--- src/rtl/eim_mem_arbiter.sv ---
// eim_mem_arbiter
// Shares one single-port register memory between the EIM bus front end
// (CPU side) and a local FPGA-side client. EIM strobes are queued in one
// read slot and one write slot; reads stall the CPU through eim_wait_n.
// A saturating starvation counter forces a local slot after STARVE_LIMIT
// consecutive EIM grants while the local client is waiting.
module eim_mem_arbiter #(
    parameter int ADDR_WIDTH   = 8,
    parameter int DATA_WIDTH   = 8,
    parameter int STARVE_LIMIT = 4
) (
    input  logic                  clk,
    input  logic                  rst_n,
    input  logic                  eim_rd_req,
    input  logic                  eim_wr_req,
    input  logic [ADDR_WIDTH-1:0] eim_addr,
    input  logic [DATA_WIDTH-1:0] eim_wdata,
    output logic [DATA_WIDTH-1:0] eim_rdata,
    output logic                  eim_rd_valid,
    output logic                  eim_wait_n,
    output logic                  eim_ovf,
    input  logic                  ovf_clr,
    input  logic                  loc_req,
    input  logic                  loc_we,
    input  logic [ADDR_WIDTH-1:0] loc_addr,
    input  logic [DATA_WIDTH-1:0] loc_wdata,
    output logic                  loc_gnt,
    output logic [DATA_WIDTH-1:0] loc_rdata,
    output logic                  loc_rvalid,
    output logic                  mem_en,
    output logic                  mem_we,
    output logic [ADDR_WIDTH-1:0] mem_addr,
    output logic [DATA_WIDTH-1:0] mem_wdata,
    input  logic [DATA_WIDTH-1:0] mem_rdata
);

    localparam logic [0:0] IDLE  = 1'b0;
    localparam logic [0:0] RDATA = 1'b1;
    localparam logic [3:0] LIMIT = 4'(STARVE_LIMIT);

    logic [0:0]            state;
    logic                  owner_loc;   // RDATA owner: 1 = local client, 0 = EIM

    logic                  rd_v;
    logic [ADDR_WIDTH-1:0] rd_addr;
    logic                  wr_v;
    logic [ADDR_WIDTH-1:0] wr_addr;
    logic [DATA_WIDTH-1:0] wr_data;
    logic [3:0]            starve_cnt;

    logic                  grant_wr;
    logic                  grant_rd;
    logic                  grant_loc;
    logic                  wr_free;
    logic                  rd_done;
    logic                  ovf_set;

    // The write slot may be refilled in the same cycle it drains, which is
    // what sustains one EIM write per cycle.
    assign wr_free = !wr_v || grant_wr;
    assign rd_done = (state == RDATA) && !owner_loc;
    assign ovf_set = (eim_wr_req && !wr_free) || (eim_rd_req && rd_v);
    assign loc_gnt = grant_loc;

    // Pick one winner in IDLE: forced local, then write, read, local.
    always_comb begin
        grant_wr  = 1'b0;
        grant_rd  = 1'b0;
        grant_loc = 1'b0;
        if (state == IDLE) begin
            if (loc_req && (starve_cnt == LIMIT)) grant_loc = 1'b1;
            else if (wr_v)                        grant_wr  = 1'b1;
            else if (rd_v)                        grant_rd  = 1'b1;
            else if (loc_req)                     grant_loc = 1'b1;
        end
    end

    // Drive the memory port from the current winner; idle port reads as zero.
    always_comb begin
        mem_en    = grant_wr | grant_rd | grant_loc;
        mem_we    = grant_wr | (grant_loc & loc_we);
        mem_addr  = '0;
        mem_wdata = '0;
        if (grant_wr) begin
            mem_addr  = wr_addr;
            mem_wdata = wr_data;
        end else if (grant_rd) begin
            mem_addr  = rd_addr;
        end else if (grant_loc) begin
            mem_addr  = loc_addr;
            if (loc_we) mem_wdata = loc_wdata;
        end
    end

    // Sequencer: reads park in RDATA for one cycle to capture memory data.
    always_ff @(posedge clk) begin
        if (!rst_n) begin
            state        <= IDLE;
            owner_loc    <= 1'b0;
            eim_rdata    <= '0;
            loc_rdata    <= '0;
            eim_rd_valid <= 1'b0;
            loc_rvalid   <= 1'b0;
        end else begin
            eim_rd_valid <= 1'b0;
            loc_rvalid   <= 1'b0;
            case (state)
                IDLE: begin
                    if (grant_rd || (grant_loc && !loc_we)) begin
                        state     <= RDATA;
                        owner_loc <= grant_loc;
                    end
                end
                default: begin
                    state <= IDLE;
                    if (owner_loc) begin
                        loc_rdata  <= mem_rdata;
                        loc_rvalid <= 1'b1;
                    end else begin
                        eim_rdata    <= mem_rdata;
                        eim_rd_valid <= 1'b1;
                    end
                end
            endcase
        end
    end

    // Pending EIM slots and the CPU wait line that tracks the read slot.
    always_ff @(posedge clk) begin
        if (!rst_n) begin
            rd_v       <= 1'b0;
            rd_addr    <= '0;
            wr_v       <= 1'b0;
            wr_addr    <= '0;
            wr_data    <= '0;
            eim_wait_n <= 1'b1;
        end else begin
            if (grant_wr) wr_v <= 1'b0;
            if (eim_wr_req && wr_free) begin
                wr_v    <= 1'b1;
                wr_addr <= eim_addr;
                wr_data <= eim_wdata;
            end
            if (rd_done) begin
                rd_v       <= 1'b0;
                eim_wait_n <= 1'b1;
            end else if (eim_rd_req && !rd_v) begin
                rd_v       <= 1'b1;
                rd_addr    <= eim_addr;
                eim_wait_n <= 1'b0;
            end
        end
    end

    // Count EIM grants taken while the local client waits; saturating.
    always_ff @(posedge clk) begin
        if (!rst_n) begin
            starve_cnt <= '0;
        end else if (!loc_req || grant_loc) begin
            starve_cnt <= '0;
        end else if ((grant_wr || grant_rd) && (starve_cnt != LIMIT)) begin
            starve_cnt <= starve_cnt + 4'd1;
        end
    end

    // Sticky overflow flag; a new overflow wins over a clear.
    always_ff @(posedge clk) begin
        if (!rst_n)       eim_ovf <= 1'b0;
        else if (ovf_set) eim_ovf <= 1'b1;
        else if (ovf_clr) eim_ovf <= 1'b0;
    end

endmodule
--- config.mk ---
export PLATFORM = sky130hd
export DESIGN_NAME = eim_mem_arbiter
export DESIGN_NICKNAME = d
export VERILOG_FILES = /design/src/rtl/eim_mem_arbiter.sv
export SDC_FILE = /design/constraint.sdc
export NUM_CORES = 1
export LEC_CHECK = 0
export ABC_CLOCK_PERIOD_IN_PS = 3300
export CORE_MARGIN = 2
export CORE_UTILIZATION = 45
export CTS_BUF_LIST = sky130_fd_sc_hd__clkbuf_16
export DETAILED_ROUTE_END_ITERATION = 16
export HOLD_SLACK_MARGIN = 0.06
export PLACE_DENSITY = 0.79
export SLEW_MARGIN = 10
export SYNTH_ARGS = -nofsm -noshare
export SYNTH_HDL_FRONTEND = slang
export SYNTH_SLANG_ARGS = --single-unit
--- constraint.sdc ---
create_clock -name clk -period 3.3 [get_ports clk]
set_input_delay 0.33 -clock clk [delete_from_list [all_inputs] [get_ports clk]]
set_output_delay 0.33 -clock clk [all_outputs]
set_load 0.05 [all_outputs]
* Word level (Yosys, flattened, before mapping) *
Cells that the tools add are included.
W data, S select, Z words.

word-level totals
  flip-flop bits (word level) = 52
  output and inout port bits = 39

operators by class
  $add $sub $neg = 1
  equal/unequal tests = 2
  muxes and demuxes = 26
  bitwise gates (word level) = 8
  reductions and logical operators = 29

operator list
  kind                   number
  $mux W8                7
  $mux W1                19
  $reduce_and A2 Y1      5
  $logic_and A1 B1 Y1    8
  $logic_not A1 Y1       6
  $reduce_or A2 Y1       3
  $logic_or A1 B1 Y1     5
  $add A4 B1 Y4 const B  1
  $eq A4 B3 Y1 const B   1
  $ne A4 B3 Y1 const B   1
  $not A1 Y1             4
  $reduce_bool A2 Y1     2
  $or A1 B1 Y1           3
  $and A1 B1 Y1          1

* Longest topological paths before layout *
  depth after elaboration = 9
  gate-level depth with buffers = 7

* Least setup slack after synthesis *
OpenSTA, ideal clock, no wires.

  path type = register to output
  from = reg starve_cnt[0]
  to = out mem_addr[6]
  data arrival time = 2.068 ns
  path slack = 0.902 ns
  cell stages (with the launch flop) = 7
  buffers on the path = 1
  cell sequence = dfxtp_1 -> inv_1 -> ha_1 -> and4b_2 -> buf_4 -> nor3_1 -> a2bb2oi_1

on the way
  cells in the longest elaborated chain, start to end = 7
  elaborated cells on any way between the ends = 11

RTL lines
  what                    line  RTL
  start, declared         49    logic [3:0] starve_cnt;
  start signal, assigned  162   starve_cnt <= starve_cnt + 4'd1;
  $eq A4 B3 Y1 *          71    if (loc_req && (starve_cnt == LIMIT)) grant_loc = 1'b1;
  $logic_and A1 B1 Y1 *   71
  $mux W1                 71
  $mux W1                 70    if (state == IDLE) begin
  $mux W8                 89    end else if (grant_loc) begin
  $mux W8                 87    end else if (grant_rd) begin
  $mux W8 *               84    if (grant_wr) begin
  end, declared           32    output logic [ADDR_WIDTH-1:0] mem_addr,

Every way passes the cells marked *; elsewhere a longest branch is shown, timed or not.

* Worst setup path after layout *
  from = reg wr_v
  to = out mem_en

on the way
  cells in the longest elaborated chain, start to end = 5
  elaborated cells on any way between the ends = 11

RTL lines
  what                    line  RTL
  start, declared         46    logic wr_v;
  start signal, assigned  133   wr_v <= 1'b0;
  start signal, assigned  138   if (grant_wr) wr_v <= 1'b0;
  start signal, assigned  140   wr_v <= 1'b1;
  $mux W1                 72    else if (wr_v) grant_wr = 1'b1;
  $mux W1                 71
  $mux W1                 70
  $or A1 B1 Y1            80    mem_en = grant_wr | grant_rd | grant_loc;
  $or A1 B1 Y1 *          80
  end, declared           30    output logic mem_en,

Marked as above.

==> metrics.csv <==
metric,value,unit
I/O pin total,86,
synth top area cells,"dfxtp_1, nand2_1, a21boi_0, mux2i_1, nand3_1",
Die Y,78.6,um
Hold Path Class,flip-flop to flip-flop,
post-synthesis mux area share,6.39,%
Final TNS setup,0,ns
CP Buf/Inv Count,2,
placed cell area,0.00341,mm2
ant diodes,0,
vias in the first global route,2115,
Post-synth EDFFs,0,
DP HPWL,4500,um
first-pass GRT wire length,10300,um
startpoint types,flip-flop,
worst endpoint required time,2.97,ns
DP Cell Count,425,
Cells after Synth,288,
largest net degree at the start of global routing,39,
Leak,1.37,nW
Synth Area in Adders,0.999,%
Total Wirelength,6400,um
# hold bufs at CTS,0,
post-route cell area,0.00355,mm2
largest area contributor in the netlist,dfxtp_1,
"Worst Path Class, Setup",flip-flop to output port,
clock buffers created by TritonCTS,5,
layout cells sized above 1,9.42,%
Rows,27,
Detail Route Antenna Nets,0,
die width,78.6,um
achievable frequency,0.377,GHz
Die Area,0.00618,mm2
final std cells w/o fill,433,
vias per cell,5.45,
RSZ-0062 raised after global routing,no,
max incr delay on CP,0.67,ns
Reg area,0.00104,mm2
ys flop type,dfxtp_1,
I/O Buffers,85,
DR iter-0 viols,80,
clock sinks,52,
"count leader, synth",nand2_1,
outcome,"complete, no violations",
Max-Cap Viols,0,
compound-gate portion of the synthesized area,20.5,%
Post-synth top cells,"nand2_1, dfxtp_1, a21boi_0",
top cell family by delay on the critical path,simple AND/OR/NAND/NOR gates,
crit path time final,2.65,ns
CTS tree,yes,
htree depth,2,
# Post-CTS Setup Buffers,0,
post-synth top area share,41.6,%
"Hold Vio Cnt, Final",0,
CP Cell Sequence,or2_1 -> a21oi_4 -> buf_4 -> or3_1 -> buf_12,
Finish-stage setup viols,0,
sequential area share after synthesis,41.6,%
Post-CTS Resized,0,
post-synthesis simple-gate area fraction,24.1,%
Vias,2361,
max_slew headroom,44.1,%
TritonRoute pass-1 iters,4,
Synth Area in XOR/XNOR,0,%
Least-Margin Pin Slew,0.839,ns
syn_nets,337,
"CTS clk-pin slew, worst paths",0.07,ns
Tot GR Track Use,20.9,%
area delta synth->final,41.9,%
Yosys warnings,0,
drc violations,0,
largest family of logic cells by synthesized area,simple AND/OR/NAND/NOR gates,
Finished Core Util,65.3,%
# nets final,409,
slowest CP cell,dfxtp_1,
worst-case clock buffer depth,2,
R2R Setup Slk,1.35,ns
fillers,453,
area of the multi-input gates,0.00130,mm2
routability-driven placement congestion ratio,0.772,
peak supply drop,334,uV
total global routing overflow,0,
Async SR Flop Fraction,0,%
initial antenna violation count,0,
#FFs+latches synth,52,
worst-path fanout max,17,
Starting Density,46.1,%
final setup skew,0.00488,ns
CP arrival,2.32,ns
drt wl/cell,14.8,um
crit end category,output port,
clock latency on the worst-skew pair,0.29,ns
CTS root buffer,clkbuf_16,
Avg Synthesized Cell Area,8.70,um2
max-slew violations,0,
Power Dens Cells,443,mW/mm2
post-synth cell types,43,
core area,0.00544,mm2
mapped cell area,0.00250,mm2
period utilization,80.3,%
## final timing paths
path	startpoint	end	cells past startpoint
worst max-delay path	wr_v	mem_en	5
worst min-delay path	wr_data[4]	wr_data[4]	2
worst max register to register	state	rd_addr[4]	4
worst min register to register	wr_data[4]	wr_data[4]	2
## cell families (layout without fill, tap and decap cells)
| logic type | Yosys count | in the layout |
|---|---|---|
| compound gates | 65 | 65 |
| buf+inv | 29 | 102 |
| mux | 16 | 16 |
| fa+ha+maj | 2 | 2 |
| simple gates | 124 | 124 |
| flops | 52 | 52 |
## routing by layer
layer,track usage (%),up-vias,wire (um)
li1,-,1161,-
met3,3.68,2,273
met5,0,-,0
met1,27.7,1143,2840
met4,4.21,0,30
met2,35.8,55,3260
## cell type report
class                   count  share of cell area [%]
repair buffers             89                    26.9
clock buffers               5                    3.52
well taps                  72                    2.54
clock inverters             3                   0.563
flip-flops and latches     52                    29.3
inverters                   5                   0.528
multi-input cells         207                    36.7
## worst min-delay path, delay by kind of cell (launching register included)
family | cells | cell delay [ns]
and+or+nand+nor | 1 | 0.05
DFF | 1 | 0.32
muxes | 1 | 0.05
## metrics by stage
stage	hold slack [ns]	power, mW	setup slack, ns
2_1_floorplan	0.434	0.927	0.902
3_3_place_gp	0.444	1.08	0.801
3_5_place_dp	0.447	1.08	0.790
4_1_cts	0.461	1.59	0.674
5_1_grt	0.470	1.64	0.532
6_report	0.461	1.58	0.650
## power by group
part	switching [mW]	leakage (nW)	total, mW	internal [mW]
Clock	0.228	0.0712	0.508	0.280
Combinational	0.216	0.874	0.382	0.166
Sequential	0.0260	0.425	0.686	0.660
Total	0.469	1.37	1.58	1.11
## sequential cells by signal, indices dropped and copies added (netlist names), 4 cells and up
name        flops
wr_addr         8
loc_rdata       8
wr_data         8
starve_cnt      4
rd_addr         8
eim_rdata       8
## placed cells by master (no fill, tap or decap), types with 2 or more instances in the layout
| cell | instances |
|---|---|
| buf_12 | 10 |
| and3_1 | 2 |
| nor3_1 | 8 |
| nand3_1 | 23 |
| nor2_1 | 3 |
| nand4b_1 | 2 |
| a21boi_0 | 25 |
| mux2i_1 | 16 |
| clkdlybuf4s50_1 | 66 |
| dfxtp_1 | 52 |
| a221o_1 | 7 |
| inv_1 | 6 |
| ha_1 | 2 |
| buf_4 | 12 |
| a32o_1 | 8 |
| o21a_1 | 3 |
| clkbuf_16 | 5 |
| a211oi_1 | 2 |
| nand2b_1 | 3 |
| o211a_1 | 3 |
| nand2_1 | 71 |
| a21oi_1 | 3 |
| o21ai_0 | 8 |
Power figures use the tool's default switching activity.
